### config.mk
export PLATFORM = sky130hd
export DESIGN_NAME = uart_tx_fifo
export DESIGN_NICKNAME = d
export VERILOG_FILES = /design/src/rtl/uart_pkg.sv /design/src/rtl/uart_sync_fifo.sv /design/src/rtl/uart_tx_fifo.sv
export SDC_FILE = /design/constraint.sdc
export NUM_CORES = 1
export LEC_CHECK = 0
export CAP_MARGIN = 20
export CORE_UTILIZATION = 30
export CTS_CLUSTER_SIZE = 16
export DETAILED_ROUTE_END_ITERATION = 8
export SLEW_MARGIN = 20
export SYNTH_ARGS = -nofsm -noshare
export SYNTH_HDL_FRONTEND = slang
export SYNTH_SLANG_ARGS = --single-unit
### constraint.sdc
create_clock -name clk -period 4.1 [get_ports clk]
set_clock_uncertainty 0.05 [all_clocks]
set_input_delay 0.82 -clock clk [delete_from_list [all_inputs] [get_ports clk]]
set_output_delay 0.82 -clock clk [all_outputs]
set_load 0.01 [all_outputs]
### src/rtl/uart_pkg.sv
// uart_pkg: shared parity/state types and divisor helper for the UART transmitter
package uart_pkg;
  typedef enum logic [1:0] {PAR_NONE, PAR_EVEN, PAR_ODD} parity_t;
  typedef enum logic [2:0] {IDLE, START, DATA, PARITY, STOP} tx_state_t;
  function automatic logic [31:0] calc_divisor(input logic [31:0] clock_frequency, input logic [31:0] baud_rate);
    return clock_frequency / baud_rate;
  endfunction
endpackage

### src/rtl/uart_sync_fifo.sv
// uart_sync_fifo: synchronous FIFO with registered full/empty/level and extra-MSB pointer wrap
module uart_sync_fifo #(
  parameter int WIDTH = 8,
  parameter int DEPTH = 16
) (
  input  logic                     clk,
  input  logic                     rst,
  input  logic [WIDTH-1:0]         din,
  input  logic                     we,
  output logic                     full,
  output logic [WIDTH-1:0]         dout,
  input  logic                     re,
  output logic                     empty,
  output logic [$clog2(DEPTH):0]   level
);
  localparam int AW = $clog2(DEPTH);
  localparam int LW = AW + 1;
  logic [WIDTH-1:0] mem [DEPTH];
  logic [AW:0] wptr, rptr, wptr_n, rptr_n;
  logic push, pop;
  assign push = we && !full;
  assign pop = re && !empty;
  assign wptr_n = wptr + LW'(push);
  assign rptr_n = rptr + LW'(pop);
  assign dout = mem[rptr[AW-1:0]];
  always_ff @(posedge clk or posedge rst)
    if (rst) begin
      wptr <= '0;
      rptr <= '0;
      level <= '0;
      full <= 1'b0;
      empty <= 1'b1;
    end else begin
      wptr <= wptr_n;
      rptr <= rptr_n;
      level <= wptr_n - rptr_n;
      full <= wptr_n == {~rptr_n[AW], rptr_n[AW-1:0]};
      empty <= wptr_n == rptr_n;
    end
  always_ff @(posedge clk)
    if (push) mem[wptr[AW-1:0]] <= din;
endmodule

### src/rtl/uart_tx_fifo.sv
// uart_tx_fifo: FIFO-buffered UART transmitter with runtime parity/stop config; UART_TX_CTS_EN adds cts_n flow control
module uart_tx_fifo import uart_pkg::*; #(
  parameter int unsigned CLOCK_FREQUENCY = 32'd100_000_000,
  parameter int unsigned BAUD_RATE       = 32'd115200,
  parameter int unsigned WORD_WIDTH      = 32'd8,
  parameter int unsigned FIFO_DEPTH      = 32'd16
) (
  input  logic                          clk,
  input  logic                          rst,
  input  logic [WORD_WIDTH-1:0]         din,
  input  logic                          we,
  output logic                          full,
  output logic [$clog2(FIFO_DEPTH):0]   level,
  input  logic [1:0]                    cfg_parity,
  input  logic                          cfg_stop2,
  output logic                          busy,
  output logic                          txd
`ifdef UART_TX_CTS_EN
  ,
  input  logic                          cts_n
`endif
);
  localparam int unsigned DIVISOR = calc_divisor(CLOCK_FREQUENCY, BAUD_RATE);
  localparam int CW = $clog2(DIVISOR);
  localparam int BW = $clog2(WORD_WIDTH + 1);
  tx_state_t state, nxt;
  parity_t par, par_in;
  logic [CW-1:0] cnt;
  logic [BW-1:0] bit_cnt;
  logic [WORD_WIDTH-1:0] sh, dout;
  logic stop2, par_bit, empty, pop, wrap, last_bit, txd_c, cts_ok;
  uart_sync_fifo #(.WIDTH(int'(WORD_WIDTH)), .DEPTH(int'(FIFO_DEPTH))) fifo (
    .clk(clk), .rst(rst), .din(din), .we(we), .full(full),
    .dout(dout), .re(pop), .empty(empty), .level(level)
  );
`ifdef UART_TX_CTS_EN
  logic [1:0] cts_s;
  always_ff @(posedge clk or posedge rst)
    if (rst) cts_s <= 2'b11;
    else cts_s <= {cts_s[0], cts_n};
  assign cts_ok = !cts_s[1];
`else
  assign cts_ok = 1'b1;
`endif
  assign par_in = cfg_parity == 2'b11 ? PAR_NONE : parity_t'(cfg_parity);
  assign wrap = cnt == CW'(DIVISOR - 1);
  assign last_bit = bit_cnt == BW'(WORD_WIDTH - 1);
  always_ff @(posedge clk or posedge rst)
    if (rst) state <= IDLE;
    else state <= nxt;
  always_comb begin
    nxt = state;
    pop = 1'b0;
    txd_c = 1'b1;
    case (state)
      IDLE: begin
        pop = !empty && cts_ok;
        nxt = pop ? START : IDLE;
      end
      START: begin
        txd_c = 1'b0;
        nxt = wrap ? DATA : START;
      end
      DATA: begin
        txd_c = sh[0];
        nxt = !(wrap && last_bit) ? DATA : par == PAR_NONE ? STOP : PARITY;
      end
      PARITY: begin
        txd_c = par_bit;
        nxt = wrap ? STOP : PARITY;
      end
      STOP: nxt = wrap && (!stop2 || bit_cnt[0]) ? IDLE : STOP;
      default: nxt = IDLE;
    endcase
  end
  always_ff @(posedge clk or posedge rst)
    if (rst) begin
      cnt <= '0;
      bit_cnt <= '0;
      sh <= '0;
      par <= PAR_NONE;
      stop2 <= 1'b0;
      par_bit <= 1'b0;
      txd <= 1'b1;
      busy <= 1'b0;
    end else begin
      txd <= txd_c;
      busy <= state != IDLE;
      cnt <= (state == IDLE || wrap) ? '0 : cnt + CW'(1);
      if (pop) begin
        sh <= dout;
        par <= par_in;
        stop2 <= cfg_stop2;
        par_bit <= (^dout) ^ (par_in == PAR_ODD);
        bit_cnt <= '0;
      end else if (wrap && state == DATA) begin
        sh <= sh >> 1;
        bit_cnt <= last_bit ? '0 : bit_cnt + BW'(1);
      end else if (wrap && state == STOP) begin
        bit_cnt <= bit_cnt + BW'(1);
      end
    end
endmodule

Word level (Yosys, flattened, before mapping)
Memories as Yosys holds them, arrays and structs flattened.
Index checks and enable logic that the tools add are counted.

storage, ports and cells
  flip-flop bits (word level) = 48
  memory bits (writable) = 128
  input port bits = 14
  output and inout bits = 8
  word-level logic and storage cells = 68
  memories kept = 1

cells by class
  add/subtract/negate cells = 5
  equal/unequal tests = 10
  multiplexer cells = 19
  bitwise operators = 2
  reductions and logical operators = 17

memories
  name      depth  bits a word  rd ports  clocked after Yosys merged registers in  write ports  line                  text
  fifo.mem  16     8            1         0                                        1            uart_sync_fifo.sv:18  logic [WIDTH-1:0] mem [DEPTH];

operators by type and width
  kind                     count
  $mux W4                  4
  $mux W8                  2
  $pmux W3 S5              1
  $mux W3                  4
  $add A10 B1 Y10 const B  1
  $add A5 B1 Y5            2
  $eq A10 B10 Y1 const B   1
  $eq A5 B5 Y1             2
  $mux W10                 1
  $reduce_xor A8 Y1        1
  $eq A3 B2 Y1 const B     2
  $logic_and A1 B1 Y1      6
  $reduce_bool A3 Y1       2
  $sub A5 B5 Y5            1
  $add A4 B1 Y4 const B    1
  $eq A2 B2 Y1 const B     2
  $eq A4 B3 Y1 const B     1
  $mux W1                  4
  $mux W2                  2
  $eq A3 B1 Y1 const B     1
  $eq A3 B3 Y1 const B     1
  $logic_not A1 Y1         3
  $logic_not A3 Y1         1
  $pmux W1 S3              1
  other kinds (5)          6

Depth between registers and ports, before layout
Gate-level depths: netlist of the first run.

  depth after elaboration = 6
  gate-level depth with buffers = 9
  mapped depth without buffers = 9

Cells and area by module
From an unflattened synthesis of the first run, not the netlist that was laid out.

unflattened totals
  cell total of the unflattened synthesis = 443
  area, all modules = 7274.5 µm²

by module, submodules not included
  module          instances  cells an instance  area each (µm²)  seq. area each (µm²)
  uart_sync_fifo  1          284                5674.2           4270.3
  uart_tx_fifo    1          159                1600.3           777.0

Worst setup path after synthesis of the first run
OpenSTA, ideal clock, no wires.

  kind = input port to flip-flop
  start = in we
  end = reg fifo.level[4]
  setup time = 0.129 ns
  arrival time = 2.762 ns
  required time = 3.921 ns
  setup slack = 1.158 ns
  stages = 9
  path buffers = 0
  path through = nand2b_1 inv_1 ha_1 inv_1 ha_1 maj3_1 maj3_1 maj3_1 xnor2_1

between the ends
  cells in the longest elaborated chain, start to end = 3

ends and longest elaborated chain
  what                    line                  text
  start: declaration      uart_tx_fifo.sv:11    input logic we,
  $logic_and A1 B1 Y1     uart_sync_fifo.sv:21  assign push = we && !full;
  $add A5 B1 Y5           uart_sync_fifo.sv:23  assign wptr_n = wptr + LW'(push);
  via fifo.wptr_n[0]      uart_sync_fifo.sv:19  logic [AW:0] wptr, rptr, wptr_n, rptr_n;
  $sub A5 B5 Y5           uart_sync_fifo.sv:36  level <= wptr_n - rptr_n;
  end signal: assignment  uart_sync_fifo.sv:36
  end: declaration        uart_sync_fifo.sv:14  output logic [$clog2(DEPTH):0] level

The timed path passes the listed nets, and every way through them passes these cells.
A chain may end at the register's enable or synchronous reset.

Worst setup path in the final report of the first run
Same ends and word-level chain as after synthesis.

==> results of run 1 <==
synth_stat cells (all sizes together) (6+ instances only):
| cell | n |
|---|---|
| edfxtp | 128 |
| dfrtp | 46 |
| mux4 | 36 |
| nor2 | 30 |
| nand2 | 27 |
| o21ai | 16 |
| nand3 | 15 |
| xnor2 | 15 |
| inv | 12 |
| buf | 10 |
| xor2 | 10 |
| clkbuf | 9 |
| nand2b | 7 |
| nor3 | 7 |
| a21oi | 6 |
| and3 | 6 |
| ha | 6 |
cell families (layout without fill, tap and decap cells):
| family | after synthesis | in the layout |
|---|---|---|
| buffers and inverters | 31 | 75 |
| DFF | 176 | 176 |
| adders and majority gates | 9 | 9 |
| muxes | 44 | 44 |
| xor gates and xnor gates | 28 | 28 |
| and+or+nand+nor | 117 | 117 |
| AOI/OAI and AO/OA | 28 | 28 |
per-stage QoR:
| stage | cells | setup WS [ns] |
|---|---|---|
| after floorplan | 433 | 1.16 |
| final | 796 | 1.05 |
| after detailed placement | 765 | 0.599 |
| after global placement | 765 | 0.632 |
| after CTS | 796 | 1.01 |
| after global routing | 796 | 0.815 |
worst register-to-register path, stage by stage, from the launching register on:
cell     delay (ns)
dfrtp_2        0.75
buf_12         0.26
buf_4          0.20
mux4_2         0.51
nand3_1        0.09
and3_1         0.25
xnor3_1        0.35
xnor3_1        0.34
o21ai_1        0.13
power by group:
| group | internal, mW | switching, mW | total (mW) |
|---|---|---|---|
| clock network | 0.920 | 0.718 | 1.64 |
| logic | 0.244 | 0.305 | 0.549 |
| registers | 2.12 | 0.0902 | 2.21 |
flip-flops by register name, indices dropped and copies added, names as in the netlist:
name        flops
fifo.mem      128
fifo.rptr       5
busy            1
par_bit         1
sh              8
stop2           1
fifo.level      5
bit_cnt         4
par             2
fifo.full       1
txd             1
fifo.empty      1
fifo.wptr       5
state           3
cnt            10
per-layer routing:
metal,share of wire,up-vias,track usage
met5,0,-,0
met4,0.016,0,0.0472
met3,0.042,15,0.0264
met2,0.48,65,0.188
met1,0.47,1896,0.160
li1,-,1701,-
worst max path at each step:
stage / cells after the start / end / from
after floorplan: 9 / fifo.level[4]$_DFF_PP0_ / we
after global placement: 10 / fifo.level[4]$_DFF_PP0_ / we
after detailed placement: 10 / fifo.level[4]$_DFF_PP0_ / we
after CTS: 8 / par_bit$_DFFE_PP0N_ / fifo.rptr[0]$_DFF_PP0_
after global routing: 8 / par_bit$_DFFE_PP0N_ / fifo.rptr[0]$_DFF_PP0_
final: 10 / fifo.level[4]$_DFF_PP0_ / we
final cells by class:
type	instances	share of cell area
clock buffers	17	0.0505
clock inverters	14	0.0208
inverters	12	0.00549
multi-input cells	226	0.240
flip-flops and latches	176	0.599
well taps	319	0.0474
repair buffers	32	0.0362
==> flow_summary_export.csv, run 1 <==
group,metric,value,unit
status,status,"finished clean",
clocking,numClockSinks,176,
finish,area_growth_syn_to_layout,16.7,%
clocking,hold_buffers,0,
floorplanning,dieArea,24700,sq um
critical_path,path_cells,"clkdlybuf4s50_1 > nand2b_1 > inv_1 > ha_1 > ha_1 > inv_1 > maj3_1 > maj3_1 > maj3_1 > xnor2_1",
route,drc_errors,0,
place,gp_congestion,0.793,
finish,nets,485,
clocking,clk_pin_slew_worst_paths,0.07,ns
route,via_per_inst,4.62,
sta,hold_viol_final,0,
critical_path,r2r_start,"fifo.rptr[0]$_DFF_PP0_",
critical_path,crit_buf_inv,3,
clocking,cts.htree.levels,4,
synthesis,seq_area_frac_synth,0.699,
critical_path,crit_slowest_cell,"maj3_1",
critical_path,start_kind,"primary input",
critical_path,cp_common_cell,"maj3_1",
clocking,cts_tree,"built",
synthesis,synth_top_cell_by_area,"edfxtp_1",
clocking,cts_resized,0,
floorplanning,start_util,0.307,
critical_path,crit_required,4.36,ns
synthesis,synth_top_area_frac,0.533,
route,ant_nets,0,
critical_path,reg2reg_slack,1.08,ns
route,routedWlPerCell,16.6,microns
synthesis,syn-cell-area,7220,sq um
global_route,grt_usage,0.119,
power_and_ir_drop,p_total,4.40,mW
finish,postLayoutCellArea,8430,sq um
route,first_pass_iters,4,
flow_run,max_cap_violations,0,
sta,finalSetupViolCount,0,
sta,timing.hold.ws,0.432,ns
finish,seqCellArea,5050,sq um
global_route,gr-total-overflow,0,
route,vias,3677,
clocking,root_buffer,"clkbuf_16",
sta,slew_headroom,0.406,
finish,multi_input_area,2030,sq um
sta,fmax,328,MHz
finish,layout_commonest_cell,"edfxtp_1",
sta,tns,0,ns
place,placed_cell_area,7820,sq um
critical_path,crit_path_max_fanout,4,
floorplanning,placeableCoreArea,23500,sq um
clocking,ctsLongestPathBuffers,2,
sta,rsz0062_at_grt,"no",
synthesis,yosys_warnings,0,
synthesis,syn_area_per_cell,16.7,sq um
global_route,grt_pass1_wl,21.6,mm
synthesis,synth-xor-area-share,0.0397,
clocking,cts_buffers,17,
sta,worstMarginPinSlew,0.888,ns
synthesis,synth-simple-area-share,0.0806,
finish,final_cell_mix,"edfxtp_1, dfrtp_1, mux4_2",
synthesis,async_reset_ff_frac,0.273,
place,hpwl,9.10,mm
hold_path,hp-class,"flip-flop to flip-flop",
synthesis,synth_area_leaders,"edfxtp_1, dfrtp_1, mux4_2",
critical_path,worstSetupPathType,"primary input to flip-flop",
finish,antenna_cells,0,
hold_path,hold_depth,1,
critical_path,worstReg2RegEnd,"par_bit$_DFFE_PP0N_",
clocking,clk_latency,0.43,ns
route,drt-total-wl,13.2,mm
critical_path,reg2regPathDepth,8,
hold_path,worstHoldStart,"cnt[0]$_DFF_PP0_",
global_route,grt_pass1_vias,3937,
route,dr.first_iter.drc_count,203,
floorplanning,io_pins,22,
floorplanning,die_x,157,microns
place,io_buffers,21,
synthesis,synth_nets,453,
synthesis,synthFlopType,"edfxtp_1",
sta,period_minus_slack,3.05,ns
synthesis,syn_inst,433,
floorplanning,row_count,56,
synthesis,synth_top_family_by_area,"multiplexers",
clocking,cts_setup_buffers,0,
finish,n_fill_cell,2232,
critical_path,arrival,3.31,ns
power_and_ir_drop,leakage,2.97,nW
synthesis,synth_compound_area_frac,0.0217,
sta,final.period_utilization,0.745,
critical_path,slowest_delay,0.41,ns
power_and_ir_drop,power.density,522,nW/um^2
critical_path,cp-end-kind,"flip-flop",
finish,final_util,0.358,
power_and_ir_drop,ir_drop,0.326,mV
synthesis,synth.area.mux_share,0.124,
floorplanning,fp.dieH,157,microns
global_route,grt_antenna_before_repair,0,
global_route,grt_max_degree,49,
critical_path,path_delay_family,"adder cells",
synthesis,synthAdderAreaFrac,0.0146,
synthesis,synth-seq-cells,176,
finish,drive_gt1_frac,0.191,
hold_path,whs_endpoint,"cnt[0]$_DFF_PP0_",
sta,slew_violations,0,
synthesis,synth-edff-count,128,
synthesis,synth_cell_types,40,
Note: power is estimated with default switching activity, not from simulation.
==> inputs of run 2 (changes only) <==
Clock period 4.1 ns to 3 ns, I/O delays scaled along.
==> flow_summary_export.csv, run 2 (synthesized netlist as in run 1, its figures left out) <==
group,metric,value,unit
status,status,"finished clean",
finish,largest_reg_flops,128,
sta,tns,0,ns
route,drt-total-wl,13.8,mm
floorplanning,placeableCoreArea,23500,sq um
place,gp_congestion,0.783,
sta,fmax,361,MHz
clocking,cts_tree,"built",
clocking,root_buffer,"clkbuf_16",
global_route,grt_use_met2,0.200,
critical_path,worstSetupPathType,"flip-flop to flip-flop",
clocking,cts_setup_buffers,0,
finish,instances_no_fill,822,
sta,finalSetupViolCount,0,
finish,postLayoutCellArea,8550,sq um
place,hpwl,9.58,mm
global_route,grt_antenna_before_repair,0,
floorplanning,die_x,157,microns
route,dr.first_iter.drc_count,276,
power_and_ir_drop,swShare,0.256,
place,io_buffers,21,
critical_path,crit_required,3.29,ns
clocking,hold_buffers,0,
finish,final_util,0.363,
sta,rsz0062_at_grt,"no",
global_route,grt_usage,0.125,
power_and_ir_drop,ir_drop,0.378,mV
hold_path,hp-class,"flip-flop to flip-flop",
place,dp_slack,-0.175,ns
finish,drive_gt1_frac,0.229,
route,first_pass_iters,4,
global_route,gr-total-overflow,0,
finish,final_cell_mix,"edfxtp_1, dfrtp_1, mux4_2, buf_4, nor2_1",
route,ant_nets,0,
floorplanning,start_util,0.307,
clocking,cts_buffers,17,
power_and_ir_drop,clock_power_share,0.340,
global_route,grt_pass1_wl,22.4,mm
sta,period_minus_slack,2.77,ns
sta,slew_headroom,0.620,
finish,antenna_cells,0,
critical_path,crit_path_max_fanout,11,
power_and_ir_drop,intPower,4.39,mW
flow_run,max_cap_violations,0,
clocking,numClockSinks,176,
global_route,grt-busiest-layer,"met2",
critical_path,start_kind,"flip-flop",
place,dpl.cell_count,791,
route,via_per_inst,4.57,
power_and_ir_drop,p_seq_frac,0.512,
power_and_ir_drop,p_total,5.89,mW
finish,nets,511,
sta,slew_violations,0,
sta,final.period_utilization,0.922,
sta,worstMarginPinSlew,0.568,ns
critical_path,cp-end-kind,"flip-flop",
power_and_ir_drop,power.density,689,nW/um^2
global_route,met1_usage,0.164,
floorplanning,fp.dieH,157,microns
clocking,cts.htree.levels,4,
clocking,clk_pin_slew_worst_paths,0.07,ns
clocking,clk_latency,0.43,ns
floorplanning,dieArea,24700,sq um
critical_path,arrival,3.06,ns
global_route,grt_max_degree,25,
power_and_ir_drop,leakage,3.07,nW
power_and_ir_drop,combPwrFrac,0.148,
route,drc_errors,0,
clocking,ctsLongestPathBuffers,2,
sta,hold_viol_final,0,
finish,layout_commonest_cell,"edfxtp_1",
route,vias,3759,
sta,worst_slack,0.233,ns
floorplanning,io_pins,22,
route,routedWlPerCell,16.7,microns
clocking,cts_resized,0,
place,placed_cell_area,8020,sq um
finish,area_growth_syn_to_layout,18.5,%
global_route,grt_pass1_vias,4001,
global_route,met3_usage,0.0350,
power_and_ir_drop,p_switching,1.51,mW
floorplanning,row_count,56,
sta,timing.hold.ws,0.432,ns
==> run 2: path summary, 6_finish.rpt <==
check | startpoint | endpoint | slack (ns) | depth (start not counted)
worst max-delay path | fifo.rptr[0]$_DFF_PP0_ | par_bit$_DFFE_PP0N_ | 0.23 | 7
worst min-delay path | cnt[0]$_DFF_PP0_ | cnt[0]$_DFF_PP0_ | 0.43 | 1
worst max register to register | fifo.rptr[0]$_DFF_PP0_ | par_bit$_DFFE_PP0N_ | 0.23 | 7
worst min register to register | cnt[0]$_DFF_PP0_ | cnt[0]$_DFF_PP0_ | 0.43 | 1
max in group asynchronous | rst | txd$_DFF_PP1_ | 1.78 | 3
min in group asynchronous | rst | cnt[7]$_DFF_PP0_ | 0.47 | 2
==> run 2: final cells by class <==
class	instances	area [sq um]
fill	2220	15000
sequential	176	5050
multi-input combinational	226	2030
timing repair buffer	58	500
clock buffer	17	425
tap	319	399
clock inverter	14	106
inverter	12	45.0
==> run 2: routing by layer <==
| layer | part of all wire | vias to the layer above | wire, microns |
|---|---|---|---|
| met3 | 0.049 | 2 | 668 |
| met4 | 0.0022 | 0 | 30 |
| li1 | - | 1753 | - |
| met5 | 0 | - | 0 |
| met1 | 0.46 | 1925 | 6300 |
| met2 | 0.49 | 79 | 6760 |
==> run 2: power groups by stage <==
stage | Clock, mW | Combinational [mW] | Sequential, mW
after floorplan | 0 | 0.499 | 3.03
after global placement | 0 | 0.863 | 3.05
after detailed placement | 0 | 0.883 | 3.07
after CTS | 2.05 | 0.890 | 3.02
after global routing | 2.15 | 0.962 | 3.04
final | 2.01 | 0.873 | 3.01
==> run 2: worst max-delay path, cell delays in order, from the launching register on <==
cell     delay [ns]
dfrtp_2        0.52
buf_4          0.31
mux4_2         0.53
a22oi_1        0.15
and3_1         0.26
xnor3_1        0.34
xnor3_1        0.37
o21ai_1        0.14
